`src/rtl/png_pkg.sv`:
```
`default_nettype none
// ============================================================================
// Module      : png_pkg
// Description : Shared CRC-32 constants, byte-update function, chunk-checker
//               FSM state encoding and error-bit indices for the PNG path.
// Revision    : 1.0 - initial release
// ============================================================================
package png_pkg;

  // Reflected CRC-32 (IEEE 802.3 / zlib) parameters
  localparam logic [31:0] CRC32_POLY_R = 32'hEDB8_8320;
  localparam logic [31:0] CRC32_INIT   = 32'hFFFF_FFFF;
  localparam logic [31:0] CRC32_XOR    = 32'hFFFF_FFFF;

  // Bit positions inside the {len_err, frame_err, crc_err} error vector
  localparam int ERR_LEN   = 2;
  localparam int ERR_FRAME = 1;
  localparam int ERR_CRC   = 0;

  // Chunk checker FSM states
  typedef enum logic [2:0] {
    ST_IDLE = 3'd0,
    ST_LEN  = 3'd1,
    ST_TYP  = 3'd2,
    ST_DAT  = 3'd3,
    ST_CRC  = 3'd4,
    ST_DONE = 3'd5
  } chk_state_t;

  // Fold one byte into a reflected CRC-32, LSB of the byte first
  function automatic logic [31:0] crc32_byte(input logic [31:0] crc,
                                             input logic [7:0]  data_byte);
    logic [31:0] c;
    c = crc ^ {24'h0, data_byte};
    for (int i = 0; i < 8; i++) begin
      c = c[0] ? ((c >> 1) ^ CRC32_POLY_R) : (c >> 1);
    end
    return c;
  endfunction

endpackage
`default_nettype wire

```
`src/rtl/crc32_word_upd.sv`:
```
`default_nettype none
// ============================================================================
// Module      : crc32_word_upd
// Description : Combinational CRC-32 update over the leading nbytes bytes of
//               a big-endian 32-bit word; trailing bytes leave CRC untouched.
// Revision    : 1.0 - initial release
// ============================================================================
module crc32_word_upd
  import png_pkg::*;
(
  input  logic [31:0] crc_in,
  input  logic [31:0] dat,
  input  logic [2:0]  nbytes,
  output logic [31:0] crc_out
);

  logic [7:0] w_byte [4];

  // Split the word so byte 0 is the one in [31:24]
  always_comb begin
    w_byte[0] = dat[31:24];
    w_byte[1] = dat[23:16];
    w_byte[2] = dat[15:8];
    w_byte[3] = dat[7:0];
  end

  // Four-byte unrolled chain, each stage gated by the byte count
  always_comb begin
    crc_out = crc_in;
    for (int i = 0; i < 4; i++) begin
      if (3'(i) < nbytes) begin
        crc_out = crc32_byte(crc_out, w_byte[i]);
      end
    end
  end

endmodule
`default_nettype wire

```
`config.mk`:
```
export PLATFORM = sky130hd
export DESIGN_NAME = crc32_word_upd
export DESIGN_NICKNAME = d
export VERILOG_FILES = /design/src/rtl/png_pkg.sv /design/src/rtl/crc32_word_upd.sv
export SDC_FILE = /design/constraint.sdc
export NUM_CORES = 1
export LEC_CHECK = 0
export CORE_ASPECT_RATIO = 1.25
export CORE_MARGIN = 3
export CORE_UTILIZATION = 57
export DETAILED_ROUTE_END_ITERATION = 16
export PLACE_DENSITY = 0.85
export SLEW_MARGIN = 15
export SYNTH_ARGS = -nofsm -noshare
export SYNTH_HDL_FRONTEND = slang
export SYNTH_SLANG_ARGS = --single-unit
```
`constraint.sdc`:
```
create_clock -name vclk -period 7.4
set_clock_uncertainty 0.1 [all_clocks]
set_input_delay 1.11 -clock vclk [all_inputs]
set_output_delay 1.11 -clock vclk [all_outputs]
set_load 0.005 [all_outputs]
```
### After elaboration in Yosys (flattened, before gate mapping)

Index checks and enable logic that the tools add are counted.

| storage, ports and cells | value |
|---|---|
| register bits after elaboration | 0 |
| output and inout port bits | 32 |

| operators by class | value |
|---|---|
| magnitude comparators | 4 |
| mux-type cells | 36 |
| bitwise gates (word level) | 36 |

Operators by type and width:

| kind | number |
|---|---|
| 32-bit 2-to-1 mux | 36 |
| 13-bit inverter with 14-bit output | 32 |
| 32-bit by 8-bit bitwise XOR with 32-bit output | 4 |
| 1-bit by 3-bit less-than comparator with 1-bit output, first input constant | 2 |
| 2-bit by 3-bit less-than comparator with 1-bit output, first input constant | 2 |

### Depth between registers and ports, before layout

| depth | value |
|---|---|
| word-level depth | 72 |
| depth in mapped cells | 19 |
| depth with buffers taken out | 14 |

### Worst setup path after synthesis

OpenSTA, ideal clock, no wires.

| timing path | value |
|---|---|
| path kind | input port to output port |
| from | input port dat[24] |
| to | output port crc_out[19] |
| arrival | 5480 ps |
| required time | 6190 ps |
| slack | 710 ps |
| stages on the path | 14 |
| buffers on the path | 0 |
| cells stage by stage | xor2_4 -> xor3_1 -> mux2i_4 -> xnor3_1 -> and3_1 -> o31a_2 -> xnor2_2 -> xnor2_1 -> xnor3_1 -> a21oi_4 -> xor2_4 -> xnor3_2 -> xnor3_1 -> mux2i_1 |

| between the ends | value |
|---|---|
| word-level cells in the longest chain between the ends | 52 |

Ends and longest elaborated chain:

| element | RTL line | source |
|---|---|---|
| start: declaration | crc32_word_upd.sv:12 | `input logic [31:0] dat,` |
| 32-bit by 8-bit bitwise XOR with 32-bit output * | png_pkg.sv:34 | `c = crc ^ {24'h0, data_byte};` |
| 32-bit 2-to-1 mux * (3 in series) | png_pkg.sv:36 | `c = c[0] ? ((c >> 1) ^ CRC32_POLY_R) : (c >> 1);` |
| 13-bit inverter with 14-bit output (no line) / 32-bit 2-to-1 mux (equally long branches) | - |  |
| 32-bit 2-to-1 mux * (5 in series) | png_pkg.sv:36 |  |
| 32-bit 2-to-1 mux * | crc32_word_upd.sv:31 | `if (3'(i) < nbytes) begin` |
| 32-bit by 8-bit bitwise XOR with 32-bit output (tied with other cells) | png_pkg.sv:34 |  |
| 32-bit 2-to-1 mux (tied with other cells) (2 in series) | png_pkg.sv:36 |  |
| 13-bit inverter with 14-bit output (no line) (tied with other cells) | - |  |
| (+29 left out) | - |  |
| 32-bit 2-to-1 mux | png_pkg.sv:36 |  |
| 13-bit inverter with 14-bit output (no line) / 32-bit 2-to-1 mux (equally long branches) | - |  |
| 32-bit 2-to-1 mux | png_pkg.sv:36 |  |
| 13-bit inverter with 14-bit output (no line) / 32-bit 2-to-1 mux (equally long branches) | - |  |
| 32-bit 2-to-1 mux | png_pkg.sv:36 |  |
| 13-bit inverter with 14-bit output (no line) / 32-bit 2-to-1 mux (equally long branches) | - |  |
| 32-bit 2-to-1 mux | png_pkg.sv:36 |  |
| 32-bit 2-to-1 mux * | crc32_word_upd.sv:31 |  |
| end: declaration | crc32_word_upd.sv:14 | `output logic [31:0] crc_out` |

Mark *: on every way between the ends. The rest lies on a longest branch, timed or not.

### Worst setup path after layout

| timing path | value |
|---|---|
| from | input port crc_in[0] |
| to | output port crc_out[19] |

| between the ends | value |
|---|---|
| word-level cells in the longest chain between the ends | 52 |

Ends and longest elaborated chain:

| element | RTL line | source |
|---|---|---|
| start: declaration | crc32_word_upd.sv:11 | `input logic [31:0] crc_in,` |
| 32-bit by 8-bit bitwise XOR with 32-bit output | png_pkg.sv:34 |  |
| 32-bit 2-to-1 mux | png_pkg.sv:36 |  |
| 32-bit 2-to-1 mux / 13-bit inverter with 14-bit output (equally long branches) (2 in series) | - |  |
| 13-bit inverter with 14-bit output (no line) / 32-bit 2-to-1 mux (equally long branches) | - |  |
| 32-bit 2-to-1 mux / 13-bit inverter with 14-bit output (equally long branches) (4 in series) | - |  |
| 32-bit 2-to-1 mux | png_pkg.sv:36 |  |
| 32-bit 2-to-1 mux * | crc32_word_upd.sv:31 |  |
| 32-bit by 8-bit bitwise XOR with 32-bit output (tied with other cells) | png_pkg.sv:34 |  |
| (+32 left out) | - |  |
| 32-bit 2-to-1 mux | png_pkg.sv:36 |  |
| 13-bit inverter with 14-bit output (no line) / 32-bit 2-to-1 mux (equally long branches) | - |  |
| 32-bit 2-to-1 mux | png_pkg.sv:36 |  |
| 13-bit inverter with 14-bit output (no line) / 32-bit 2-to-1 mux (equally long branches) | - |  |
| 32-bit 2-to-1 mux | png_pkg.sv:36 |  |
| 13-bit inverter with 14-bit output (no line) / 32-bit 2-to-1 mux (equally long branches) | - |  |
| 32-bit 2-to-1 mux | png_pkg.sv:36 |  |
| 32-bit 2-to-1 mux * | crc32_word_upd.sv:31 |  |

Marks and branches as above.

==> parameters.txt <==
Parameter                              Value

Outcome
  Result of the run    finished with violations
  Failing checks    setup timing

Placement
  Number of port buffers    99
  Global placement routability congestion    1.03
  Pre-CTS worst setup slack    -0.583 ns
  HPWL after detailed placement    16900 um

Job
  Max_cap viols    0

GRT
  Pin count of the biggest net entering global routing    43
  Global route hottest layer    met2
  GRT Overall Usage    38.9%
  Antenna violations before repair    0
  Final global-route overflow total    0
  Number of global-route vias before repair    6599
  Met2 track demand over resource    70.4%
  GRT met3 Usage    4.94%
  Met1 routing resource usage after global routing    40.2%
  Global-route wire length before repair    35500 um

Yosys
  Post-Synthesis Net Count    704
  Count of yosys warnings during synthesis    0
  Combinational family with the most area after synthesis    XOR/XNOR gates
  Share of synthesized area spent on multiplexers    11.9%
  Mean cell area of the mapped netlist    9.28 um2
  Instance count of the mapped netlist    637
  Synthesized-area fraction occupied by ao, oa, aoi and oai cells    13.1%
  Area share of xor/xnor cells in the synthesized design    58.2%
  Number of distinct library cells after synthesis    71
  Cell area after technology mapping    5910 um2
  Fraction of the yosys area taken by sequential cells    0%
  Simple-Gate Fraction of Synth Area    13.9%
  Adder-cell share of the synthesized area    0%

Die
  Chip width    97.1 um
  Cell row count    40
  Die Ht    120 um
  Num ports    99
  Core area    9860 um2
  Initial Utilization    59.9%
  Die area    11600 um2

Final layout
  Most used cells in the layout excluding fill and tap cells    sky130_fd_sc_hd__buf_4 (172), sky130_fd_sc_hd__xnor2_1 (96), sky130_fd_sc_hd__clkdlybuf4s50_1 (72), sky130_fd_sc_hd__nor2_1 (53), sky130_fd_sc_hd__xor2_1 (43)
  Clock buf count    0
  Num sequential    0
  Leading cell type in the layout, fill and taps excluded    sky130_fd_sc_hd__buf_4
  Count of filler cells inserted in the layout    368
  Ant diodes    0
  Total Nets Final    957
  Sequential standard cell area    0 um2
  Area overhead of the layout relative to synthesis    51.6%
  Layout cell share with drive strength beyond 1    35.9%

Worst setup path
  Worst setup path startpoint    crc_in[0]
  Worst Setup Path Type    input pin to output pin
  Crit. End Element    output pin
  Critical Path RT    6.19 ns
  CP Cell Sequence    dlygate4sd2_1 > xor2_4 > buf_4 > buf_4 > xor2_1 > xnor2_1 > mux2i_1 > xor2_2 > xnor2_2 > buf_4 > mux2i_4 > buf_4 > xnor3_1 > xnor2_1 > nand2_1 > o21ai_0 > xnor2_2 > xnor3_1 > mux2i_1 > clkdlybuf4s50_1
  Most common cell type on the critical path    sky130_fd_sc_hd__buf_4
  Slowest Stage Delay on Critical Path    0.74 ns
  WP data arrival    6.75 ns
  Worst Setup Start Kind    input pin
  Crit-path slowest cell    sky130_fd_sc_hd__mux2i_1
  Largest driver fanout on the critical path    5

Min path
  Startpoint of the tightest hold check path    nbytes[2]
  Type of the most critical hold path    input pin to output pin

Routing
  Average routed wire per standard cell    30.0 um
  Detailed Routing Iterations Pass 1    7
  Final Routed Wirelength    30400 um
  Via count    7218
  Iteration-0 DRC count of the detailed router    953
  Remaining antenna violation count    0
  Via density per instance    7.12
  Remaining routing DRC violations    0

Timing
  Fin. Hold Viols    0
  Setup-violating endpoint count in the final report    23
  Setup repair after global routing missed its margin    yes
  Post-route setup slack    -0.557 ns
  Worst-Margin Slew    1.28 ns
  Worst max-slew margin expressed relative to the limit    13.9%
  Min Tclk post-route    7.96 ns
  Period utilisation layout    108%
  Slew Limit Fails    0
  Upper clock frequency limit    126 MHz

Clock tree
  CTS Hold Buffers Added    0
-- cell families after synthesis --
logic type	count (synthesis)
muxes	65
buffers and inverters	38
and+or+nand+nor	164
xor gates and xnor gates	254
AOI/OAI and AO/OA	116
-- worst max-delay path, delay by kind of cell --
kind | cells | cell delay [ns]
buffers and inverters | 6 | 1.65
AO/OA/AOI/OAI | 1 | 0.25
AND/OR/NAND/NOR | 1 | 0.15
XOR/XNOR | 9 | 2.51
multiplexers | 3 | 1.04
-- routing by layer --
| metal | up-vias | part of all wire (%) |
|---|---|---|
| met5 | - | 0 |
| li1 | 2741 | - |
| met2 | 905 | 45 |
| met1 | 3193 | 28 |
| met3 | 379 | 13 |
| met4 | 0 | 14 |
-- per-stage QoR --
step / hold WS, ns / setup TNS, ns / util, % / cells / area [um2]
floorplan: 2.43 / 0 / - / 637 / 5910
global placement: 3.17 / -3.20 / 81.0 / 967 / 7990
detailed placement: 3.18 / -6.34 / 81.0 / 967 / 7990
CTS: 3.04 / 0 / 85.3 / 985 / 8410
global route: 2.96 / -7.38 / 90.9 / 1014 / 8960
finish: 2.95 / -5.81 / 90.9 / 1014 / 8960
-- layout make-up --
class	instances	area, um2	area share, %
Timing Repair Buffer	285	2510	28.0
Tap cell	126	158	1.76
Multi-Input combinational cell	599	6280	70.1
Inverter	4	15.0	0.168
-- cells in the mapped netlist, types with 2 or more instances --
cell type	instances	share of area [%]
sky130_fd_sc_hd__xnor2_1	117	17
sky130_fd_sc_hd__mux2i_1	55	9.3
sky130_fd_sc_hd__nor2_1	53	3.4
sky130_fd_sc_hd__xnor3_1	52	20
sky130_fd_sc_hd__xor2_1	49	7.3
sky130_fd_sc_hd__a21oi_1	40	3.4
sky130_fd_sc_hd__nand2_1	39	2.5
sky130_fd_sc_hd__o21ai_0	25	2.1
sky130_fd_sc_hd__clkbuf_1	21	1.3
sky130_fd_sc_hd__nor3_1	11	0.93
sky130_fd_sc_hd__and2_1	10	1.1
sky130_fd_sc_hd__o211ai_1	10	1.3
sky130_fd_sc_hd__xor3_1	10	4.0
sky130_fd_sc_hd__nand3_1	9	0.76
sky130_fd_sc_hd__xnor2_2	9	2.5
sky130_fd_sc_hd__xnor2_4	9	4.2
sky130_fd_sc_hd__a211o_1	6	0.89
sky130_fd_sc_hd__a21o_1	6	0.76
sky130_fd_sc_hd__buf_2	6	0.51
sky130_fd_sc_hd__nand4_1	6	0.64
sky130_fd_sc_hd__a211oi_1	5	0.64
sky130_fd_sc_hd__mux2_2	5	0.95
sky130_fd_sc_hd__nor2b_1	5	0.53
sky130_fd_sc_hd__inv_1	4	0.25
sky130_fd_sc_hd__or2_2	4	0.42
sky130_fd_sc_hd__xor2_4	4	1.9
sky130_fd_sc_hd__and3_1	3	0.32
sky130_fd_sc_hd__buf_1	3	0.19
sky130_fd_sc_hd__mux2i_4	3	1.1
sky130_fd_sc_hd__nor3b_1	3	0.38
sky130_fd_sc_hd__or3_1	3	0.32
sky130_fd_sc_hd__xor2_2	3	0.83
sky130_fd_sc_hd__a21boi_0	2	0.25
sky130_fd_sc_hd__a21oi_4	2	0.55
sky130_fd_sc_hd__a31oi_1	2	0.21
sky130_fd_sc_hd__buf_6	2	0.38
sky130_fd_sc_hd__nand2_2	2	0.21
sky130_fd_sc_hd__nand2_4	2	0.38
sky130_fd_sc_hd__nor4b_1	2	0.30
sky130_fd_sc_hd__o2111a_1	2	0.38
sky130_fd_sc_hd__o41ai_1	2	0.30
sky130_fd_sc_hd__or4_1	2	0.25
-- final timing paths --
check,endpoint,slack [ns],cells past startpoint
worst max-delay path,crc_out[19],-0.56,20
worst min-delay path,crc_out[12],2.95,4
-- repair_timing --
item                                    4_1_cts  5_1_grt
endpoints found under the setup margin       31       31
pin swaps                                    28       40
setup buffers                                18       29
resized for setup                            61       78
gates cloned                                  0        0
Power is left out: the tool's default activity adds up to more than one toggle a clock period on the data nets, which glitch-free logic cannot reach.
